===== src/rtl/ctr_seq_pkg.sv =====
// Shared types and defaults for the ctr_seq event-counter controller.
// Opcode and state encodings are used by the top and by the prescaler sub-block.
package ctr_seq_pkg;

    localparam int CTR_WIDTH_DEF = 8;
    localparam int PSC_WIDTH_DEF = 4;

    typedef enum logic [2:0] {
        OP_NOP            = 3'd0,
        OP_LOAD           = 3'd1,
        OP_SET_TOP        = 3'd2,
        OP_SET_PSC        = 3'd3,
        OP_START_ONESHOT  = 3'd4,
        OP_START_PERIODIC = 3'd5,
        OP_STOP           = 3'd6,
        OP_CLEAR          = 3'd7
    } op_e;

    typedef enum logic [1:0] {
        ST_IDLE  = 2'd0,
        ST_RUN   = 2'd1,
        ST_PAUSE = 2'd2,
        ST_DONE  = 2'd3
    } state_e;

    // While running only these opcodes may be accepted; the rest stall.
    function automatic logic op_allowed_in_run(input op_e op);
        return (op == OP_NOP) || (op == OP_STOP) || (op == OP_CLEAR);
    endfunction

    function automatic logic op_is_start(input op_e op);
        return (op == OP_START_ONESHOT) || (op == OP_START_PERIODIC);
    endfunction

endpackage


===== src/rtl/ctr_seq_psc.sv =====
// Prescaler for ctr_seq: counts enabled cycles and ticks every psc+1 of them.
// Holds its phase while disabled; clr returns it to zero.
module ctr_seq_psc
    import ctr_seq_pkg::*;
#(
    parameter int PSC_WIDTH = PSC_WIDTH_DEF
) (
    input  logic                 clk,
    input  logic                 rst_n,
    input  logic                 en,
    input  logic                 clr,
    input  logic [PSC_WIDTH-1:0] psc,
    output logic                 tick
);

    logic [PSC_WIDTH-1:0] cnt_q;
    logic [PSC_WIDTH-1:0] cnt_d;

    always_comb begin
        tick  = en && (cnt_q == psc);
        cnt_d = cnt_q;
        if (clr) begin
            cnt_d = '0;
        end else if (en) begin
            cnt_d = tick ? '0 : cnt_q + 1'b1;
        end
    end

    always_ff @(posedge clk or negedge rst_n) begin
        if (!rst_n) begin
            cnt_q <= '0;
        end else begin
            cnt_q <= cnt_d;
        end
    end

endmodule


===== src/rtl/ctr_seq.sv =====
// Command-driven sequencer for the 8-bit event counter (one-shot/periodic, pause, clear).
// Optional count capture is built in when CTR_SEQ_CAPTURE_EN is defined.
module ctr_seq
    import ctr_seq_pkg::*;
#(
    parameter int WIDTH     = CTR_WIDTH_DEF,
    parameter int PSC_WIDTH = PSC_WIDTH_DEF
) (
    input  logic             clk,
    input  logic             rst_n,
    input  logic             cmd_valid,
    output logic             cmd_ready,
    input  logic [2:0]       cmd_op,
    input  logic [WIDTH-1:0] cmd_data,
    output logic [WIDTH-1:0] count,
    output logic             running,
    output logic             done,
    output logic             wrap,
    input  logic             cap_in,
    output logic [WIDTH-1:0] cap_value,
    output logic             cap_valid
);

    state_e               state_q, state_d;
    logic [WIDTH-1:0]     count_q, count_d;
    logic [WIDTH-1:0]     top_q, top_d;
    logic [PSC_WIDTH-1:0] psc_q, psc_d;
    logic                 periodic_q, periodic_d;
    logic                 running_q, running_d;
    logic                 done_q, done_d;
    logic                 wrap_q, wrap_d;
    logic [WIDTH-1:0]     cap_value_q, cap_value_d;
    logic                 cap_valid_q, cap_valid_d;

    op_e  op;
    logic accept;
    logic psc_en;
    logic psc_clr;
    logic tick;

    // Handshake and prescaler control; kept apart from next-state logic
    // because tick feeds back from the prescaler.
    always_comb begin
        op        = op_e'(cmd_op);
        cmd_ready = (state_q != ST_RUN) || op_allowed_in_run(op);
        accept    = cmd_valid && cmd_ready;
        psc_en    = (state_q == ST_RUN) &&
                    !(accept && ((op == OP_STOP) || (op == OP_CLEAR)));
        psc_clr   = accept && ((op == OP_CLEAR) ||
                               (op_is_start(op) && (state_q != ST_PAUSE)));
    end

    ctr_seq_psc #(
        .PSC_WIDTH(PSC_WIDTH)
    ) u_psc (
        .clk  (clk),
        .rst_n(rst_n),
        .en   (psc_en),
        .clr  (psc_clr),
        .psc  (psc_q),
        .tick (tick)
    );

    always_comb begin
        state_d    = state_q;
        count_d    = count_q;
        top_d      = top_q;
        psc_d      = psc_q;
        periodic_d = periodic_q;
        done_d     = 1'b0;
        wrap_d     = 1'b0;

        // tick is suppressed whenever a command is accepted in RUN, so the
        // tick and command branches below never both act.
        if (tick) begin
            if (count_q != top_q) begin
                count_d = count_q + 1'b1;
            end else if (periodic_q) begin
                count_d = '0;
                wrap_d  = 1'b1;
            end else begin
                done_d  = 1'b1;
                state_d = ST_DONE;
            end
        end

        if (accept) begin
            case (op)
                OP_LOAD: begin
                    count_d = cmd_data;
                    if (state_q == ST_DONE) state_d = ST_IDLE;
                end
                OP_SET_TOP: top_d = cmd_data;
                OP_SET_PSC: psc_d = cmd_data[PSC_WIDTH-1:0];
                OP_START_ONESHOT, OP_START_PERIODIC: begin
                    periodic_d = (op == OP_START_PERIODIC);
                    state_d    = ST_RUN;
                    if (state_q == ST_DONE) count_d = '0;
                end
                OP_STOP: begin
                    if (state_q == ST_RUN) state_d = ST_PAUSE;
                end
                OP_CLEAR: begin
                    count_d = '0;
                    state_d = ST_IDLE;
                end
                default: ;
            endcase
        end

        running_d = (state_d == ST_RUN);

`ifdef CTR_SEQ_CAPTURE_EN
        // Capture samples the count before this edge's update.
        cap_valid_d = cap_in;
        cap_value_d = cap_in ? count_q : cap_value_q;
`else
        cap_valid_d = 1'b0;
        cap_value_d = '0;
`endif
    end

`ifndef CTR_SEQ_CAPTURE_EN
    logic unused_cap_in;
    assign unused_cap_in = cap_in;
`endif

    always_ff @(posedge clk or negedge rst_n) begin
        if (!rst_n) begin
            state_q     <= ST_IDLE;
            count_q     <= '0;
            top_q       <= '1;
            psc_q       <= '0;
            periodic_q  <= 1'b0;
            running_q   <= 1'b0;
            done_q      <= 1'b0;
            wrap_q      <= 1'b0;
            cap_value_q <= '0;
            cap_valid_q <= 1'b0;
        end else begin
            state_q     <= state_d;
            count_q     <= count_d;
            top_q       <= top_d;
            psc_q       <= psc_d;
            periodic_q  <= periodic_d;
            running_q   <= running_d;
            done_q      <= done_d;
            wrap_q      <= wrap_d;
            cap_value_q <= cap_value_d;
            cap_valid_q <= cap_valid_d;
        end
    end

    assign count     = count_q;
    assign running   = running_q;
    assign done      = done_q;
    assign wrap      = wrap_q;
    assign cap_value = cap_value_q;
    assign cap_valid = cap_valid_q;

endmodule


===== config.mk =====
export PLATFORM = sky130hd
export DESIGN_NAME = ctr_seq
export DESIGN_NICKNAME = d
export VERILOG_FILES = /design/src/rtl/ctr_seq_pkg.sv /design/src/rtl/ctr_seq_psc.sv /design/src/rtl/ctr_seq.sv
export SDC_FILE = /design/constraint.sdc
export NUM_CORES = 1
export LEC_CHECK = 0
export CORE_ASPECT_RATIO = 1.25
export CORE_UTILIZATION = 50
export DETAILED_ROUTE_END_ITERATION = 16
export GPL_TIMING_DRIVEN = 0
export PLACE_DENSITY = 0.79
export SLEW_MARGIN = 30
export SYNTH_ARGS = -nofsm -noshare
export SYNTH_HDL_FRONTEND = slang
export SYNTH_HIERARCHICAL = 1
export SYNTH_SLANG_ARGS = --single-unit

===== constraint.sdc =====
create_clock -name clk -period 4.15 [get_ports clk]
set_input_delay 0.415 -clock clk [delete_from_list [all_inputs] [get_ports clk]]
set_output_delay 0.415 -clock clk [all_outputs]
set_load 0.005 [all_outputs]

* Yosys cells after proc, flatten, opt, wreduce, memory -nomap -nowiden *
Cells that the tools add are included.

storage, ports and cells
  output and inout port bits = 21
  word-level logic and storage cells = 66
  memories = 0
  memory bits (read-only) = 0
  flip-flop bits (word level) = 30
  bits in writable memories = 0
  input bits = 15
  latch bits = 0

cells by class
  multipliers = 0
  shift-type cells = 0
  muxes and demuxes = 22
  $lt $le $gt $ge = 0
  reduce and logical (&&, ||, !) cells = 19
  bitwise operators = 0
  eq/ne operators = 14
  $add $sub $neg = 2
  div/mod/pow operators = 0

operators with widths
  cell                   count
  $mux W8                5
  $pmux W8 S3            1
  $eq A3 B3 Y1 const B   4
  $mux W2                6
  $mux W4                3
  $add A8 B1 Y8 const B  1
  $ne A8 B8 Y1           1
  $pmux W2 S4            1
  $eq A3 B2 Y1 const B   2
  $logic_and A1 B1 Y1    6
  $logic_or A1 B1 Y1     6
  $mux W1                6
  $reduce_and A2 Y1      3
  $add A4 B1 Y4 const B  1
  $eq A2 B1 Y1 const B   2
  $eq A4 B4 Y1           1
  $eq A3 B1 Y1 const B   1
  $logic_not A3 Y1       1
  $eq A2 B2 Y1 const B   1
  $ne A2 B1 Y1 const B   1
  $ne A2 B2 Y1 const B   1
  $reduce_bool A2 Y1     1
  $reduce_or A2 Y1       1
  $logic_not A1 Y1       1

* Longest topological paths before layout *
Gate-level depths: netlist (run 1).

  word-level depth = 14
  mapped depth = 11
  mapped depth without buffers = 8

* Hierarchy *
Netlist (run 1), hierarchy kept.

by module, submodules not included
  module       cells an instance  sequential area each (um2)  times used  area each (um2)
  ctr_seq      161                660.6                       1           1637.8
  ctr_seq_psc  26                 100.1                       1           270.3

* Least setup slack after synthesis (run 1) *
OpenSTA, ideal clock, no wires.

  path type = register to register
  start = reg u_psc.cnt_q[2]
  end = reg count_q[0], in the netlist count[0]
  stages on the path, launching flop included = 9
  path buffers = 1
  arrival time = 1942 ps
  setup slack = 2082 ps
  required time = 4024 ps
  clock period less this slack = 2068 ps
  library setup time = 126 ps
  cell sequence = dfrtp_1 > xor2_1 > nor4_2 > and2_1 > buf_6 > clkinv_1 > a31oi_1 > nor2_1 > a221o_1

between the ends
  longest elaborated chain between the ends = 6

ends and longest elaborated chain
  what                    line               source
  from (decl)             ctr_seq_psc.sv:16  logic [PSC_WIDTH-1:0] cnt_q;
  from (signal assigned)  ctr_seq_psc.sv:33  cnt_q <= cnt_d;
  $eq A4 B4 Y1 *          ctr_seq_psc.sv:20  tick = en && (cnt_q == psc);
  $logic_and A1 B1 Y1 *   ctr_seq_psc.sv:20
  named net tick          ctr_seq.sv:39      logic tick;
  $mux W8 *               ctr_seq.sv:75      if (tick) begin
  $mux W8                 ctr_seq.sv:98      if (state_q == ST_DONE) count_d = '0;
  $pmux W8 S3             ctr_seq.sv:88      case (op)
  $mux W8 *               ctr_seq.sv:87      if (accept) begin
  named net count_d[0]    ctr_seq.sv:25      logic [WIDTH-1:0] count_q, count_d;
  to (signal assigned)    ctr_seq.sv:142     count_q <= count_d;
  to (decl)               ctr_seq.sv:25

Mark *: on every way through the listed nets, which the timed path passes. The rest lies on a longest branch.
A chain may end at the register's enable or synchronous reset.

* Final worst setup path (run 1) *
  start = in cmd_op[2]
  end = reg count_q[1], in the netlist count[1]

between the ends
  longest elaborated chain between the ends = 13
  elaborated cells between the ends (all ways) = 20
  those cells by class = eq/ne: 5; mux: 4; reduce/logical: 11

ends and longest elaborated chain
  what                                                     line                              source
  from (decl)                                              ctr_seq.sv:13                     input logic [2:0] cmd_op,
  $eq A3 B3 Y1 / $logic_not A3 Y1 (equally long branches)  ctr_seq_pkg.sv:28, ctr_seq.sv:48
  $logic_or A1 B1 Y1 (2 in series)                         ctr_seq_pkg.sv:28                 return (op == OP_NOP) || (op == OP_STOP) || (op == OP_CLEAR);
  $logic_or A1 B1 Y1                                       ctr_seq.sv:45                     cmd_ready = (state_q != ST_RUN) || op_allowed_in_run(op);
  $logic_and A1 B1 Y1                                      ctr_seq.sv:46                     accept = cmd_valid && cmd_ready;
  $logic_and A1 B1 Y1 *                                    ctr_seq.sv:48                     !(accept && ((op == OP_STOP) || (op == OP_CLEAR)));
  $logic_not A1 Y1 *                                       ctr_seq.sv:48
  $logic_and A1 B1 Y1 *                                    ctr_seq.sv:47                     psc_en = (state_q == ST_RUN) &&
  named net psc_en                                         ctr_seq.sv:37                     logic psc_en;
  $logic_and A1 B1 Y1 *                                    ctr_seq_psc.sv:20
  named net tick                                           ctr_seq.sv:39
  $mux W8 *                                                ctr_seq.sv:75
  $mux W8                                                  ctr_seq.sv:98
  $pmux W8 S3                                              ctr_seq.sv:88
  $mux W8 *                                                ctr_seq.sv:87
  named net count_d[1]                                     ctr_seq.sv:25

Marked as above.

==> key figures, run 1 <==
Outcome
  • Status: complete, but fails checks
  • Violated checks: DRC

Placed design
  • HPWL reported at the end of detailed placement: 2.84 mm
  • Number of buffers inserted by port buffering: 24
  • Placer Congestion: between 0.8 and 0.9

Clock tree
  • Master cell of the clock root buffer: clkbuf_8
  • H-tree lvl count: 2
  • Cts repair resizes: 0
  • Number of buffers on the longest clock path: 2
  • CTS tree: yes
  • Clock transition at the registers of the reported paths: ~0.060 ns
  • Cts-stage hold buffer count: 0
  • Clock latency at the later pin of the worst-skew pair: between 0.2 and 0.3 ns
  • CTS sink count: 30
  • Number of buffers added by the clock tree synthesis step: 5
  • Setup Fix Bufs, Post-CTS: 0

Power
  • Tot Pwr: between 1 and 1.5 mW
  • P per Cell Area: 522 nW/µm²
  • P_leak: about 1 nW
  • Max VDD drop: 0.240 mV

Setup path
  • Crit Reg-Reg Endpoint: count[1]$_DFF_PN0_
  • Critical path peak fanout: 10
  • Worst Path Arrival: about 2.8 ns
  • Cell-by-cell listing of the critical path: clkdlybuf4s50_1, clkbuf_1, a31oi_1, clkbuf_2, and2_1, buf_6, clkinv_1, a31oi_1, nor2_1, a221o_1
  • Req. time, crit path: about 4.3 ns
  • Critical Path End Type: register
  • Reg-to-reg startpoint: u_psc/cnt_q[2]$_DFFE_PN0P_
  • Launching element type of the critical path: primary input
  • Max stage delay cell, worst path: clkdlybuf4s50_1
  • Slack of the worst reg-to-reg path: roughly 1.7 ns
  • Critical Path Most Common Cell: a31oi_1
  • Maximum cell stage delay along the critical path: 0.46 ns
  • Type of the worst setup path: primary input to register
  • Length in cells of the worst reg-to-reg path: 8

Finish
  • Layout cell share with drive strength beyond 1: about a quarter
  • Sequential cell area: roughly 760 µm²
  • Area of the multi-input gates: around 1000 µm²
  • Diodes inserted: 0
  • Area Overhead vs Synth: 21.2%
  • FILL cells: between 200 and 300
  • # nets final: around 240

Synth
  • Fraction of the mapped netlist area in adder cells: between 1 and 1.5%
  • Synth cell types: 56
  • Largest area contributor in the synthesized netlist: dfrtp_1
  • Part of the Yosys area used for sequential elements: around 40%
  • Xor/xnor share of the synthesized area: roughly 6.4%
  • YS warnings: 6
  • Synthesis-stage register bit count: 30
  • Share of synthesized registers carrying an async set or reset: 100%
  • Post-synthesis share of cell area spent on and, or, nand and nor gates: a little under a fifth
  • Dominant register cell in the synthesized netlist: dfrtp_1
  • Post-synthesis instance area: between 1500 and 2000 µm²
  • Main combinational cell family by area after synthesis: simple AND/OR/NAND/NOR gates
  • Share of the synthesized area in compound gates (AO/OA/AOI/OAI): between 10% and 20%
  • Instance count of the mapped netlist: 187
  • Area share of the largest cell type after synthesis: approximately 29%
  • Synth Area per Inst: 10.2 µm²
  • Mux share of post-synthesis cell area: 7.67%
  • Cell types occupying the most area after synthesis: dfrtp_1 29%, dfstp_2 11%, mux2_2 7.7%
  • Number of enable-type register cells in the synthesized netlist: 0

STA
  • Min Tclk post-route: ~2.6 ns
  • Accumulated negative setup slack: 0 ns
  • Transition time of the tightest slew-check pin: 0.696 ns
  • Number of endpoints with negative hold slack in the final report: 0
  • RSZ-0062 raised after global routing: false
  • Maximum clock skew at final layout: 0.00480 ns
  • Peak clock frequency supported by timing: 388 MHz
  • Post-route clock period utilization: 62.2%
  • Worst slew margin relative to its limit: 53.2%
  • Number of max-slew violations in the final report: 0
  • Number of endpoints failing setup at the final stage: 0

Flow run
  • Max-Cap Viols: 0

Floorplan
  • Height of the die: between 70 and 80 µm
  • Horizontal die dimension: 57.3 µm
  • I/O pin count: 36
  • Core Box Area: 3570 µm²
  • Die area: approximately 4000 µm²
  • Starting utilization of the core area: 53.4%
  • Core Rows: 24

Route
  • DRC violation total after the first TritonRoute iteration: 93
  • Via-per-instance ratio: a little under 6
  • Number of remaining DRC errors: 3
  • Drt total wl: between 3 and 4 mm
  • Remaining antenna violation count: 0
  • Total vias in the final route: around 1500
  • Routed length per instance: 14.9 µm
  • First-pass iteration count of the detailed router: 10

Global route
  • Largest net degree at the start of global routing: 31
  • Vias in the first global route: roughly 1400
  • Total grt overflow: 0
  • GRT Resource Usage Total: a little over a fifth
  • Initial antenna violation count: 0
  • First-pass GRT wire length: around 6.7 mm

Hold path
  • Path category of the worst min-delay check: primary input to async pin
sequential cells by signal (all words and copies together) (netlist names):
register / cells
count: 8
u_psc/cnt_q: 4
psc_q: 4
wrap: 1
top_q: 8
periodic_q: 1
state_q: 2
done: 1
running: 1
worst max-delay path: cells and delay by family:
kind	cells	cell delay, ns
compound gates	3	0.81
simple gates	2	0.25
buf+inv	5	1.27
how the worst max path moves through the flow:
stage | start | end | slack [ns] | cells after the start
final | cmd_op[2] | count[1]$_DFF_PN0_ | 1.57 | 10
after CTS | cmd_op[2] | count[0]$_DFF_PN0_ | 1.55 | 10
after global placement | cmd_op[2] | count[1]$_DFF_PN0_ | 1.26 | 10
after global routing | cmd_op[2] | count[1]$_DFF_PN0_ | 1.33 | 10
after detailed placement | cmd_op[2] | count[0]$_DFF_PN0_ | 1.24 | 10
after floorplan | u_psc/cnt_q[2]$_DFFE_PN0P_ | count[0]$_DFF_PN0_ | 2.08 | 8
layout by cell type (no fill, tap or decap), drive strengths merged, types with 3 or more instances in the layout:
master / Yosys / routed
clkdlybuf4s50: 0 / 23
dfrtp: 22 / 22
buf: 14 / 15
xor2: 13 / 13
mux2: 13 / 13
clkbuf: 5 / 12
nand3: 11 / 11
nand2: 11 / 11
conb: 1 / 9
a21oi: 8 / 8
dfstp: 8 / 8
inv: 6 / 6
nor2: 5 / 5
a211oi: 5 / 5
nor3: 4 / 4
nor2b: 4 / 4
o21ai: 4 / 4
nor4: 4 / 4
a31oi: 3 / 3
nand2b: 3 / 3
o2111ai: 3 / 3
a32oi: 3 / 3
and2: 3 / 3
through the flow:
step,area (µm²),instances,utilization [%],hold WS (ns),setup slack (ns)
finish,2310,266,64.7,0.152,1.57
global placement,2230,258,62.3,0.512,1.26
detailed placement,2220,258,62.2,0.487,1.24
CTS,2310,266,64.7,0.175,1.55
floorplan,1940,195,-,0.119,2.08
global route,2310,266,64.7,0.213,1.33
cells in the mapped netlist (2+ instances only):
| cell | count |
|---|---|
| a211oi_1 | 5 |
| a21oi_1 | 8 |
| a221o_1 | 2 |
| a31oi_1 | 3 |
| a32oi_1 | 3 |
| and2_1 | 2 |
| and3_1 | 2 |
| buf_2 | 3 |
| buf_4 | 9 |
| buf_6 | 2 |
| clkbuf_2 | 2 |
| clkbuf_8 | 2 |
| dfrtp_1 | 22 |
| dfstp_2 | 8 |
| ha_1 | 2 |
| inv_1 | 6 |
| mux2_2 | 13 |
| nand2_1 | 11 |
| nand2b_1 | 3 |
| nand3_1 | 11 |
| nand4_1 | 2 |
| nor2_1 | 5 |
| nor2b_1 | 4 |
| nor3_1 | 4 |
| nor4_2 | 3 |
| o2111ai_1 | 3 |
| o21ai_0 | 3 |
| o31ai_1 | 2 |
| o32ai_1 | 2 |
| or4b_1 | 2 |
| xor2_1 | 13 |
power breakdown:
| part | internal, mW | switching, mW | leakage (nW) |
|---|---|---|---|
| clock | 0.134 | 0.113 | 0.0482 |
| sequential | 0.413 | 0.0981 | 0.343 |
| combinational | 0.239 | 0.211 | 0.588 |
| total | 0.785 | 0.422 | 0.980 |
layer usage:
layer,GRT usage [%],up-vias,part of all wire [%]
met2,34.9,42,51
met5,0,-,0
met4,11.4,0,2.0
met3,5.30,6,5.1
li1,-,762,-
met1,27.6,735,42
final cells by class:
| class | instances | share of cell area [%] |
|---|---|---|
| clock buffers | 7 | 3.73 |
| plain buffers | 19 | 6.33 |
| repair buffers | 24 | 10.2 |
| multi-input cells | 139 | 43.4 |
| inverters | 7 | 1.14 |
| well taps | 39 | 2.11 |
| flip-flops and latches | 30 | 32.9 |
| clock inverters | 1 | 0.216 |
cell families (layout without fill, tap and decap cells):
family	Yosys count	after routing
compound gates	43	43
xor+xnor	14	14
fa+ha+maj	2	2
buf+inv	26	58
flops	30	30
mux	13	13
other cells	1	9
simple gates	58	58
Power figures use the tool's default switching activity.
==> run 2, diff against run 1 <==
--- a/config.mk
+++ b/config.mk
@@ -6,10 +6,10 @@
 export NUM_CORES = 1
 export LEC_CHECK = 0
 export CORE_ASPECT_RATIO = 1.25
-export CORE_UTILIZATION = 50
+export CORE_UTILIZATION = 47
 export DETAILED_ROUTE_END_ITERATION = 16
 export GPL_TIMING_DRIVEN = 0
-export PLACE_DENSITY = 0.79
+export PLACE_DENSITY = 0.78
 export SLEW_MARGIN = 30
 export SYNTH_ARGS = -nofsm -noshare
 export SYNTH_HDL_FRONTEND = slang
==> constraint.sdc (replaced) <==
create_clock -name clk -period 2.33 [get_ports clk]
set_input_delay 0.233 -clock clk [delete_from_list [all_inputs] [get_ports clk]]
set_output_delay 0.233 -clock clk [all_outputs]
set_load 0.005 [all_outputs]
==> run 2 against run 1 <==
The flow now finishes without violations. Combinational power grew 98%. Global-route usage shrank 0.79 points. Sequential power grew 77%. Final cell count grew 6.4%. Clock-buffer cell count is the same.
==> key figures, run 2 (synthesized netlist as in run 1, its figures left out) <==
Setup path
  • Critical path buffers and inverters: 5 (unchanged)
  • Max stage delay cell, worst path: clkdlybuf4s50_1 (unchanged)
  • Type of the worst setup path: primary input to register (unchanged)
  • Critical path's top delay family: buffers and inverters (unchanged)
  • Req. time, crit path: 2.51 ns (was 4.33 ns)
  • Critical Path End Type: register (unchanged)
  • Critical path peak fanout: 10 (unchanged)
  • Worst Path Arrival: 2.30 ns (was 2.76 ns)
  • Cell-by-cell listing of the critical path: clkdlybuf4s50_1, clkbuf_1, a31oi_1, clkbuf_4, and2_1, buf_6, inv_4, nor3_1, a21oi_1, o22ai_1, a22o_1 (was clkdlybuf4s50_1, clkbuf_1, a31oi_1, clkbuf_2, and2_1, buf_6, clkinv_1, a31oi_1, nor2_1, a221o_1)
  • Maximum cell stage delay along the critical path: 0.51 ns (was 0.46 ns)
  • Launching element type of the critical path: primary input (unchanged)

Finish
  • Most used cells in the layout excluding fill and tap cells: 23 x clkdlybuf4s50_1, 22 x dfrtp_1, 13 x xor2_1, 13 x mux2_2 (unchanged)
  • Area Overhead vs Synth: 25.1% (was 21.2%)
  • Most common cell after layout, fill and taps aside: clkdlybuf4s50_1 (unchanged)
  • Diodes inserted: 0 (unchanged)
  • # nets final: 245 (was 243)
  • FILL cells: 308 (was 297)
  • Layout cell share with drive strength beyond 1: 26.2% (was 25.1%)

Placed design
  • Number of buffers inserted by port buffering: 24 (unchanged)
  • Post-Place Worst Slack: -0.411 ns (was 1.24 ns)
  • Placer Congestion: 0.819 (was 0.826)
  • HPWL reported at the end of detailed placement: 2.80 mm (was 2.84 mm)

Route
  • First-pass iteration count of the detailed router: 4 (was 10)
  • Routed length per instance: 14.7 µm (was 14.9 µm)
  • Total vias in the final route: 1578 (was 1545)
  • DRC violation total after the first TritonRoute iteration: 104 (was 93)
  • Number of remaining DRC errors: 0 (was 3)
  • Drt total wl: 4.16 mm (was 3.97 mm)
  • Via-per-instance ratio: 5.58 (was 5.81)
  • Remaining antenna violation count: 0 (unchanged)

Clock tree
  • Clock transition at the registers of the reported paths: 0.07 ns (was 0.06 ns)
  • Clock latency at the later pin of the worst-skew pair: 0.29 ns (about the same)
  • H-tree lvl count: 2 (unchanged)
  • CTS sink count: 30 (unchanged)
  • Master cell of the clock root buffer: clkbuf_8 (unchanged)
  • Number of buffers added by the clock tree synthesis step: 5 (unchanged)
  • CTS tree: yes (unchanged)
  • Number of buffers on the longest clock path: 2 (unchanged)

STA
  • Number of endpoints with negative hold slack in the final report: 0 (unchanged)
  • Transition time of the tightest slew-check pin: 0.695 ns (was 0.696 ns)
  • Accumulated negative setup slack: 0 ns (unchanged)
  • Worst slew margin relative to its limit: 53.7% (was 53.2%)
  • RSZ-0062 raised after global routing: false (unchanged)
  • Post-route clock period utilization: between 90 and 100%
  • Min Tclk post-route: approximately 2.1 ns
  • Number of max-slew violations in the final report: 0 (unchanged)
  • Number of endpoints failing setup at the final stage: 0 (unchanged)
  • Worst hold-check slack: 0.267 ns (was 0.152 ns)
  • Maximum clock skew at final layout: 0.00500 ns (was 0.00480 ns)
  • Worst Slack Setup Final: 0.214 ns (was 1.57 ns)
  • Peak clock frequency supported by timing: between 400 and 500 MHz

Power
  • Sequential share of power: 40.5% (was 42.3%)
  • Proportion of total power due to net switching: 36.3% (was 34.9%)
  • Max VDD drop: 0.465 mV (was 0.240 mV)
  • Net Switching: 0.814 mW (was 0.422 mW)
  • P per Cell Area: 938 nW/µm² (was 522 nW/µm²)
  • Relative contribution of combinational cells to total power: 39.7% (was 37.3%)
  • P_leak: 0.995 nW (was 0.980 nW)
  • Internal: 1.42 mW (was 0.785 mW)
  • Part of the power in the clock network: 19.8% (was 20.4%)

Floorplan
  • Height of the die: 73.2 µm (was 71.1 µm)
  • I/O pin count: 36 (unchanged)
  • Die area: 4320 µm² (was 4070 µm²)
  • Core Box Area: 3850 µm² (was 3570 µm²)
  • Starting utilization of the core area: 49.6% (was 53.4%)
  • Core Rows: 25 (was 24)
  • Horizontal die dimension: 59.0 µm (was 57.3 µm)

Global route
  • Total grt overflow: 0 (unchanged)
  • Largest net degree at the start of global routing: 31 (unchanged)
  • Initial antenna violation count: 0 (unchanged)
  • GRT Resource Usage Total: 21.2% (was 22.0%)
  • First-pass GRT wire length: 6.78 mm (was 6.66 mm)
  • Vias in the first global route: 1417 (was 1394)

Flow run
  • Max-Cap Viols: 0 (unchanged)

Hold path
  • Path category of the worst min-delay check: primary input to register (was primary input to async pin)

Outcome
  • Status: completed (was complete, but fails checks)
==> run 2: final timing paths <==
check | start | end | slack [ns] | cells after the start
min in group asynchronous | rst_n | count[3]$_DFF_PN0_ | 0.52 | 2
max in group asynchronous | rst_n | running$_DFF_PN0_ | 1.36 | 2
max reg2reg | count[3]$_DFF_PN0_ | running$_DFF_PN0_ | 0.25 | 5
min | cmd_op[0] | periodic_q$_DFFE_PN0P_ | 0.27 | 3
min reg2reg | psc_q[2]$_DFFE_PN0P_ | psc_q[2]$_DFFE_PN0P_ | 0.53 | 1
max | cmd_op[2] | count[3]$_DFF_PN0_ | 0.21 | 11
==> run 2: routing by layer <==
layer | vias to the layer above | global-route usage (%) | routed length, µm
li1 | 765 | - | -
met2 | 38 | 33.8 | 2120
met4 | 0 | 9.52 | 60
met5 | - | 0 | 0
met1 | 768 | 26.8 | 1820
met3 | 7 | 5.14 | 163
==> run 2: timing repair <==
action                                  4_1_cts  5_1_grt
hold endpoints to repair                     17        0
pin swaps                                     1        0
buffers inserted                              1        0
hold buffers                                  1        0
resized for setup                             2        6
endpoints found under the setup margin        3        8
==> run 2: stage by stage <==
stage          instances  instance area (µm²)  util (%)  power (mW)
3_5_place_dp         273                 2240      58.2        1.72
2_1_floorplan        195                 1940         -        1.46
6_report             283                 2390      62.0        2.24
5_1_grt              283                 2390      62.0        2.38
4_1_cts              283                 2360      61.3        2.18
3_3_place_gp         273                 2250      58.4        1.69
==> run 2: final cells by class <==
type / count / area, µm² / area share, %
multi-input combinational: 139 / 1040 / 43.4
tap: 54 / 67.6 / 2.83
clock inverter: 1 / 5.00 / 0.210
buffer: 19 / 149 / 6.24
clock buffer: 7 / 86.3 / 3.62
inverter: 7 / 28.8 / 1.21
sequential: 30 / 761 / 31.9
timing repair buffer: 26 / 253 / 10.6
==> run 2: worst min-delay path: cells and delay by family <==
family	cells	cell delay [ns]
AOI/OAI and AO/OA	1	0.06
and+or+nand+nor	1	0.06
buffers and inverters	1	0.15
==> run 2: power groups by stage <==
stage          registers (mW)  logic (mW)  clock network (mW)
6_report                0.907       0.889               0.443
5_1_grt                 0.935       0.979               0.467
2_1_floorplan           0.877       0.586                   0
4_1_cts                 0.903       0.830               0.448
3_5_place_dp            0.911       0.806                   0
3_3_place_gp            0.906       0.788                   0
